===== config.mk =====
export PLATFORM = sky130hd
export DESIGN_NAME = scariv_fetch_queue
export DESIGN_NICKNAME = d
export VERILOG_FILES = /design/src/rtl/scariv_fetch_queue.sv
export SDC_FILE = /design/constraint.sdc
export NUM_CORES = 2
export LEC_CHECK = 0
export CORE_UTILIZATION = 32
export CTS_BUF_LIST = sky130_fd_sc_hd__clkbuf_16
export CTS_CLUSTER_SIZE = 20
export DETAILED_ROUTE_END_ITERATION = 10
export PLACE_DENSITY = 0.59
export SETUP_SLACK_MARGIN = 0.3
export SYNTH_ARGS = -nofsm -noshare
export SYNTH_HDL_FRONTEND = slang
export SYNTH_SLANG_ARGS = --single-unit

===== constraint.sdc =====
create_clock -name i_clk -period 17.55 [get_ports i_clk]
set_input_delay 2.6325 -clock i_clk [delete_from_list [all_inputs] [get_ports i_clk]]
set_output_delay 2.6325 -clock i_clk [all_outputs]
set_load 0.01 [all_outputs]

===== src/rtl/scariv_fetch_queue.sv =====
// ---------------------------------------------------------------------------
// scariv_fetch_queue
//
// Purpose:
//   Circular FIFO between the ICache fetch stage and decode/dispatch. Each
//   entry holds one fetch block: DISP_SIZE 32-bit instruction words, the
//   block PC and a per-word valid mask. The head entry is presented to
//   dispatch directly from storage. Dispatch retires a whole entry at a time.
//   A flush empties the queue in one cycle.
//
// Ports:
//   i_clk, i_reset          clock, asynchronous active-high reset
//   i_flush_valid           empty the queue; overrides push and pop
//   i_f_valid / o_f_ready   fetch-side handshake (o_f_ready = not full)
//   i_f_pc/i_f_mask/i_f_data fetch block contents
//   o_disp_valid            head entry present (count != 0)
//   o_disp_pc/_mask/_inst   head entry contents (don't-care when not valid)
//   i_disp_ready            dispatch consumes the head entry
//   o_count                 number of occupied entries
// ---------------------------------------------------------------------------
module scariv_fetch_queue #(
  parameter int ENTRY_SIZE = 12,
  parameter int DATA_W     = 256,
  parameter int DISP_SIZE  = 8,
  parameter int VADDR_W    = 39,
  localparam int CNT_W     = $clog2(ENTRY_SIZE + 1),
  localparam int PTR_W     = (ENTRY_SIZE > 1) ? $clog2(ENTRY_SIZE) : 1
) (
  input  logic                 i_clk,
  input  logic                 i_reset,
  input  logic                 i_flush_valid,

  input  logic                 i_f_valid,
  output logic                 o_f_ready,
  input  logic [VADDR_W-1:0]   i_f_pc,
  input  logic [DISP_SIZE-1:0] i_f_mask,
  input  logic [DATA_W-1:0]    i_f_data,

  output logic                 o_disp_valid,
  output logic [VADDR_W-1:0]   o_disp_pc,
  output logic [DISP_SIZE-1:0] o_disp_mask,
  output logic [DATA_W-1:0]    o_disp_inst,
  input  logic                 i_disp_ready,

  output logic [CNT_W-1:0]     o_count
);

  // Each entry must hold exactly one dispatch group of 32-bit words.
  if (DATA_W != 32 * DISP_SIZE) begin : g_bad_width
    $error("scariv_fetch_queue: DATA_W must equal 32*DISP_SIZE");
  end

  // Pointer increment with explicit wrap so non-power-of-2 depths work.
  function automatic logic [PTR_W-1:0] next_ptr(input logic [PTR_W-1:0] p);
    if (p == PTR_W'(ENTRY_SIZE - 1)) begin
      return '0;
    end
    return p + PTR_W'(1);
  endfunction

  // Control state (reset)
  logic [PTR_W-1:0]      head_q,  head_d;
  logic [PTR_W-1:0]      tail_q,  tail_d;
  logic [CNT_W-1:0]      count_q, count_d;
  logic [ENTRY_SIZE-1:0] valid_q, valid_d;

  // Entry storage (no reset: contents are qualified by count/valid)
  logic [VADDR_W-1:0]    pc_q   [ENTRY_SIZE];
  logic [DISP_SIZE-1:0]  mask_q [ENTRY_SIZE];
  logic [DATA_W-1:0]     data_q [ENTRY_SIZE];

  logic full_w;
  logic push_w;
  logic pop_w;

  // Full depends only on the registered count, so a pop in the same cycle
  // never opens a slot for a push.
  assign full_w       = (count_q == CNT_W'(ENTRY_SIZE));
  assign o_f_ready    = !full_w;
  assign o_disp_valid = (count_q != '0);
  assign o_count      = count_q;

  assign push_w = i_f_valid && !full_w && !i_flush_valid;
  assign pop_w  = o_disp_valid && i_disp_ready && !i_flush_valid;

  // Head entry drives dispatch straight from storage: no fetch bypass.
  assign o_disp_pc   = pc_q[head_q];
  assign o_disp_mask = mask_q[head_q];
  assign o_disp_inst = data_q[head_q];

  always_comb begin
    head_d  = head_q;
    tail_d  = tail_q;
    count_d = count_q;
    valid_d = valid_q;

    if (push_w) begin
      tail_d          = next_ptr(tail_q);
      valid_d[tail_q] = 1'b1;
    end
    if (pop_w) begin
      head_d          = next_ptr(head_q);
      valid_d[head_q] = 1'b0;
    end

    unique case ({push_w, pop_w})
      2'b10:   count_d = count_q + CNT_W'(1);
      2'b01:   count_d = count_q - CNT_W'(1);
      default: count_d = count_q;
    endcase

    if (i_flush_valid) begin
      head_d  = '0;
      tail_d  = '0;
      count_d = '0;
      valid_d = '0;
    end
  end

  always_ff @(posedge i_clk or posedge i_reset) begin
    if (i_reset) begin
      head_q  <= '0;
      tail_q  <= '0;
      count_q <= '0;
      valid_q <= '0;
    end else begin
      head_q  <= head_d;
      tail_q  <= tail_d;
      count_q <= count_d;
      valid_q <= valid_d;
    end
  end

  always_ff @(posedge i_clk) begin
    if (push_w) begin
      pc_q[tail_q]   <= i_f_pc;
      mask_q[tail_q] <= i_f_mask;
      data_q[tail_q] <= i_f_data;
    end
  end

`ifndef SYNTHESIS
  a_count_range: assert property (@(posedge i_clk) disable iff (i_reset)
    count_q <= CNT_W'(ENTRY_SIZE));
  a_no_push_full: assert property (@(posedge i_clk) disable iff (i_reset)
    !(push_w && full_w));
  a_no_pop_empty: assert property (@(posedge i_clk) disable iff (i_reset)
    !(pop_w && !o_disp_valid));
  a_head_valid: assert property (@(posedge i_clk) disable iff (i_reset)
    o_disp_valid == valid_q[head_q]);
`endif

endmodule


==> flow_summary.json <==
{
  "fin_crit_ns": 8.50,
  "pin_count": 617,
  "status": "finished, final reports clean",
  "cts_tree": "yes",
  "ir_drop_v": 0.0000897,
  "insertion_delay_ns": 0.96,
  "p_per_area_nw_per_um2": 121,
  "r2r_setup_slack_ns": 12.22,
  "clkPwrFrac_pct": 39.5,
  "route.detailed.drc": 0,
  "final_common_cell": "edfxtp_1",
  "start_util_pct": 32.2,
  "root_buffer": "clkbuf_16",
  "syn_area_per_cell_sq_um": 23.3,
  "ant_nets": 0,
  "core_sq_um": 425000,
  "num_vias": 63271,
  "dp_hpwl_mm": 171,
  "ys_ff_latch": 3648,
  "timing.setup.tns_ns": 0,
  "die_area_sq_um": 430000,
  "fin_nets": 6984,
  "grtUsageTotal_pct": 15.0,
  "antenna_found_initial": 76,
  "seqCellArea_sq_um": 110000,
  "cts_resized": 0,
  "rows": 239,
  "port_buffers": 616,
  "synthFlopType": "edfxtp_1",
  "async_flop_share_pct": 0.329,
  "final_core_util_pct": 38.2,
  "finalMaxSlewViolations": 0,
  "hp-class": "flip-flop to flip-flop",
  "syn_inst": 5869,
  "critPathCaptureType": "output pin",
  "skew_ns": 0.0636,
  "cts_hold_buf": 0,
  "power_uw": 19700,
  "cp.arrival_ns": 5.87,
  "syn2layout_area_growth_pct": 18.4,
  "hold_viol": 0,
  "p_sw_share_pct": 22.6,
  "die_h_um": 656,
  "viasPerCell": 5.00,
  "hold_start": "tail_q[1]$_DFFE_PP0P_",
  "wirelength_mm": 330,
  "path_clk_slew_ns": 0.06,
  "synth_edf_count": 3636,
  "syn_area_sq_um": 137000,
  "start_kind": "flip-flop",
  "relSlewSlack_pct": 24.7,
  "setup_viol": 0,
  "grt_pass1_vias": 66727,
  "grt_pass1_wl_mm": 475,
  "r2r_end": "data_q[7][133]$_DFFE_PP_",
  "crit_required_ns": 14.92,
  "criticalPathCategory": "flip-flop to output pin",
  "place_worst_setup_slack_ns": 9.64,
  "reg2reg_from": "o_count[1]$_DFFE_PP0P_",
  "pwr-share-comb_pct": 11.1,
  "yosysWarnings": 0,
  "switching_power_uw": 4450,
  "p_int_uw": 15200,
  "period_share_pct": 48.4,
  "min_path_cells": 2,
  "ff2ff_path_depth": 8,
  "htreeDepth": 5,
  "p_leak_uw": 0.0496,
  "cts_setup_buffers": 0,
  "yosysSeqAreaShare_pct": 80.0,
  "clock.fmax_mhz": 118,
  "yosysUniqueCellTypes": 43,
  "timing.final.ws_setup_ns": 9.05,
  "tightest_slew_ns": 1.13,
  "avgRoutedWirePerCell_um": 26.1,
  "globalplace.congestion": 0.712,
  "drv_cap": 0,
  "first_pass_iters": 5,
  "drive_above_1_share_pct": 22.1,
  "cts.sinks": 3648,
  "die_w_um": 656,
  "rsz0062_at_grt": "false",
  "grt-ovfl-total": 0,
  "worstHoldEndpoint": "tail_q[1]$_DFFE_PP0P_",
  "crit_path_max_fanout": 48,
  "cts_max_path_buffers": 4,
  "pwr-share-seq_pct": 49.4,
  "hold-worst-slack_ns": 0.615,
  "syn_nets": 6185,
  "nFillCells": 37823,
  "cts_buffers": 377,
  "grt_max_degree": 148,
  "final_cell_mix": "3636 x edfxtp_1, 909 x mux4_2, 616 x clkdlybuf4s50_1",
  "drt_iter0_drc": 5504,
  "multi_input_area_sq_um": 25800
}
cell type report:
| cell class | instances | area share (%) |
|---|---|---|
| clock buffers | 379 | 5.85 |
| multi-input cells | 1906 | 15.9 |
| clock inverters | 311 | 1.61 |
| inverters | 6 | 0.0139 |
| flip-flops and latches | 3648 | 67.6 |
| diodes | 22 | 0.0340 |
| repair buffers | 729 | 4.58 |
| well taps | 5663 | 4.37 |
worst max path at each step:
stage | from | endpoint | slack, ns | cells past startpoint
global placement | i_flush_valid | data_q[7][128]$_DFFE_PP_ | 9.68 | 7
floorplan | i_f_valid | data_q[4][0]$_DFFE_PP_ | 6.62 | 4
detailed placement | i_flush_valid | data_q[7][161]$_DFFE_PP_ | 9.64 | 7
CTS | head_q[2]$_DFFE_PP0P_ | o_disp_inst[108] | 8.82 | 7
global route | head_q[0]$_DFFE_PP0P_ | o_disp_inst[108] | 8.60 | 7
finish | head_q[2]$_DFFE_PP0P_ | o_disp_inst[108] | 9.05 | 7
metrics by stage:
stage	instances	cell area, sq um
global route	12655	162000
detailed placement	11952	150000
finish	12664	162000
global placement	11952	150000
floorplan	5869	137000
CTS	12642	162000
logic make-up after synthesis:
kind of cell / share of synthesized area [%]
AO/OA/AOI/OAI: 1.71
adder cells (fa/ha/maj): 0.0786
flip-flops: 80.0
AND/OR/NAND/NOR: 1.76
multiplexers: 15.3
buffers and inverters: 1.14
XOR/XNOR: 0.0192
synthesized netlist by cell type (2+ instances only):
cell | instances | area, sq um
a21oi_1 | 7 | 35.0
a22oi_1 | 263 | 1970
a31oi_1 | 3 | 18.8
and2_1 | 8 | 50.1
and3_1 | 5 | 31.3
and3b_1 | 2 | 17.5
buf_1 | 39 | 146
buf_2 | 74 | 370
buf_4 | 42 | 315
buf_6 | 17 | 191
clkbuf_1 | 136 | 510
dfrtp_1 | 12 | 300
edfxtp_1 | 3636 | 109000
ha_1 | 7 | 87.6
inv_1 | 6 | 22.5
mux2i_1 | 43 | 430
mux4_2 | 909 | 20500
nand2_1 | 571 | 2140
nand2b_1 | 3 | 18.8
nand3_1 | 5 | 25.0
nand3b_1 | 2 | 15.0
nor2_1 | 14 | 52.6
nor2b_1 | 2 | 12.5
o21ai_0 | 42 | 210
o41ai_1 | 2 | 17.5
xnor2_1 | 2 | 17.5
power groups by stage:
stage	Clock (uW)	Combinational [uW]	Sequential, uW
CTS	7960	2240	9710
global placement	0	2210	9890
finish	7770	2180	9710
detailed placement	0	2230	9900
floorplan	0	1400	9900
global route	8280	2340	9710
registers in the layout, summed over array words and instances (netlist names):
signal   flops
head_q       4
data_q    3072
pc_q       468
o_count      4
mask_q      96
tail_q       4
per-layer routing:
metal / vias to the layer above / GRT usage (%) / wire, um
li1: 26464 / - / -
met1: 34304 / 20.0 / 138000
met2: 1942 / 25.1 / 165000
met3: 519 / 2.90 / 19200
met4: 42 / 3.89 / 7990
met5: - / 0 / 269
worst max-delay path, stage by stage (launching register included):
cell and delay (ns):
dfrtp_4 0.72, nor2_4 0.80, buf_4 0.68, buf_4 0.79, buf_4 0.68, a22oi_1 0.17
nand2_1 0.28, clkdlybuf4s50_1 0.59
No activity file was read; power rests on OpenSTA's default activity.
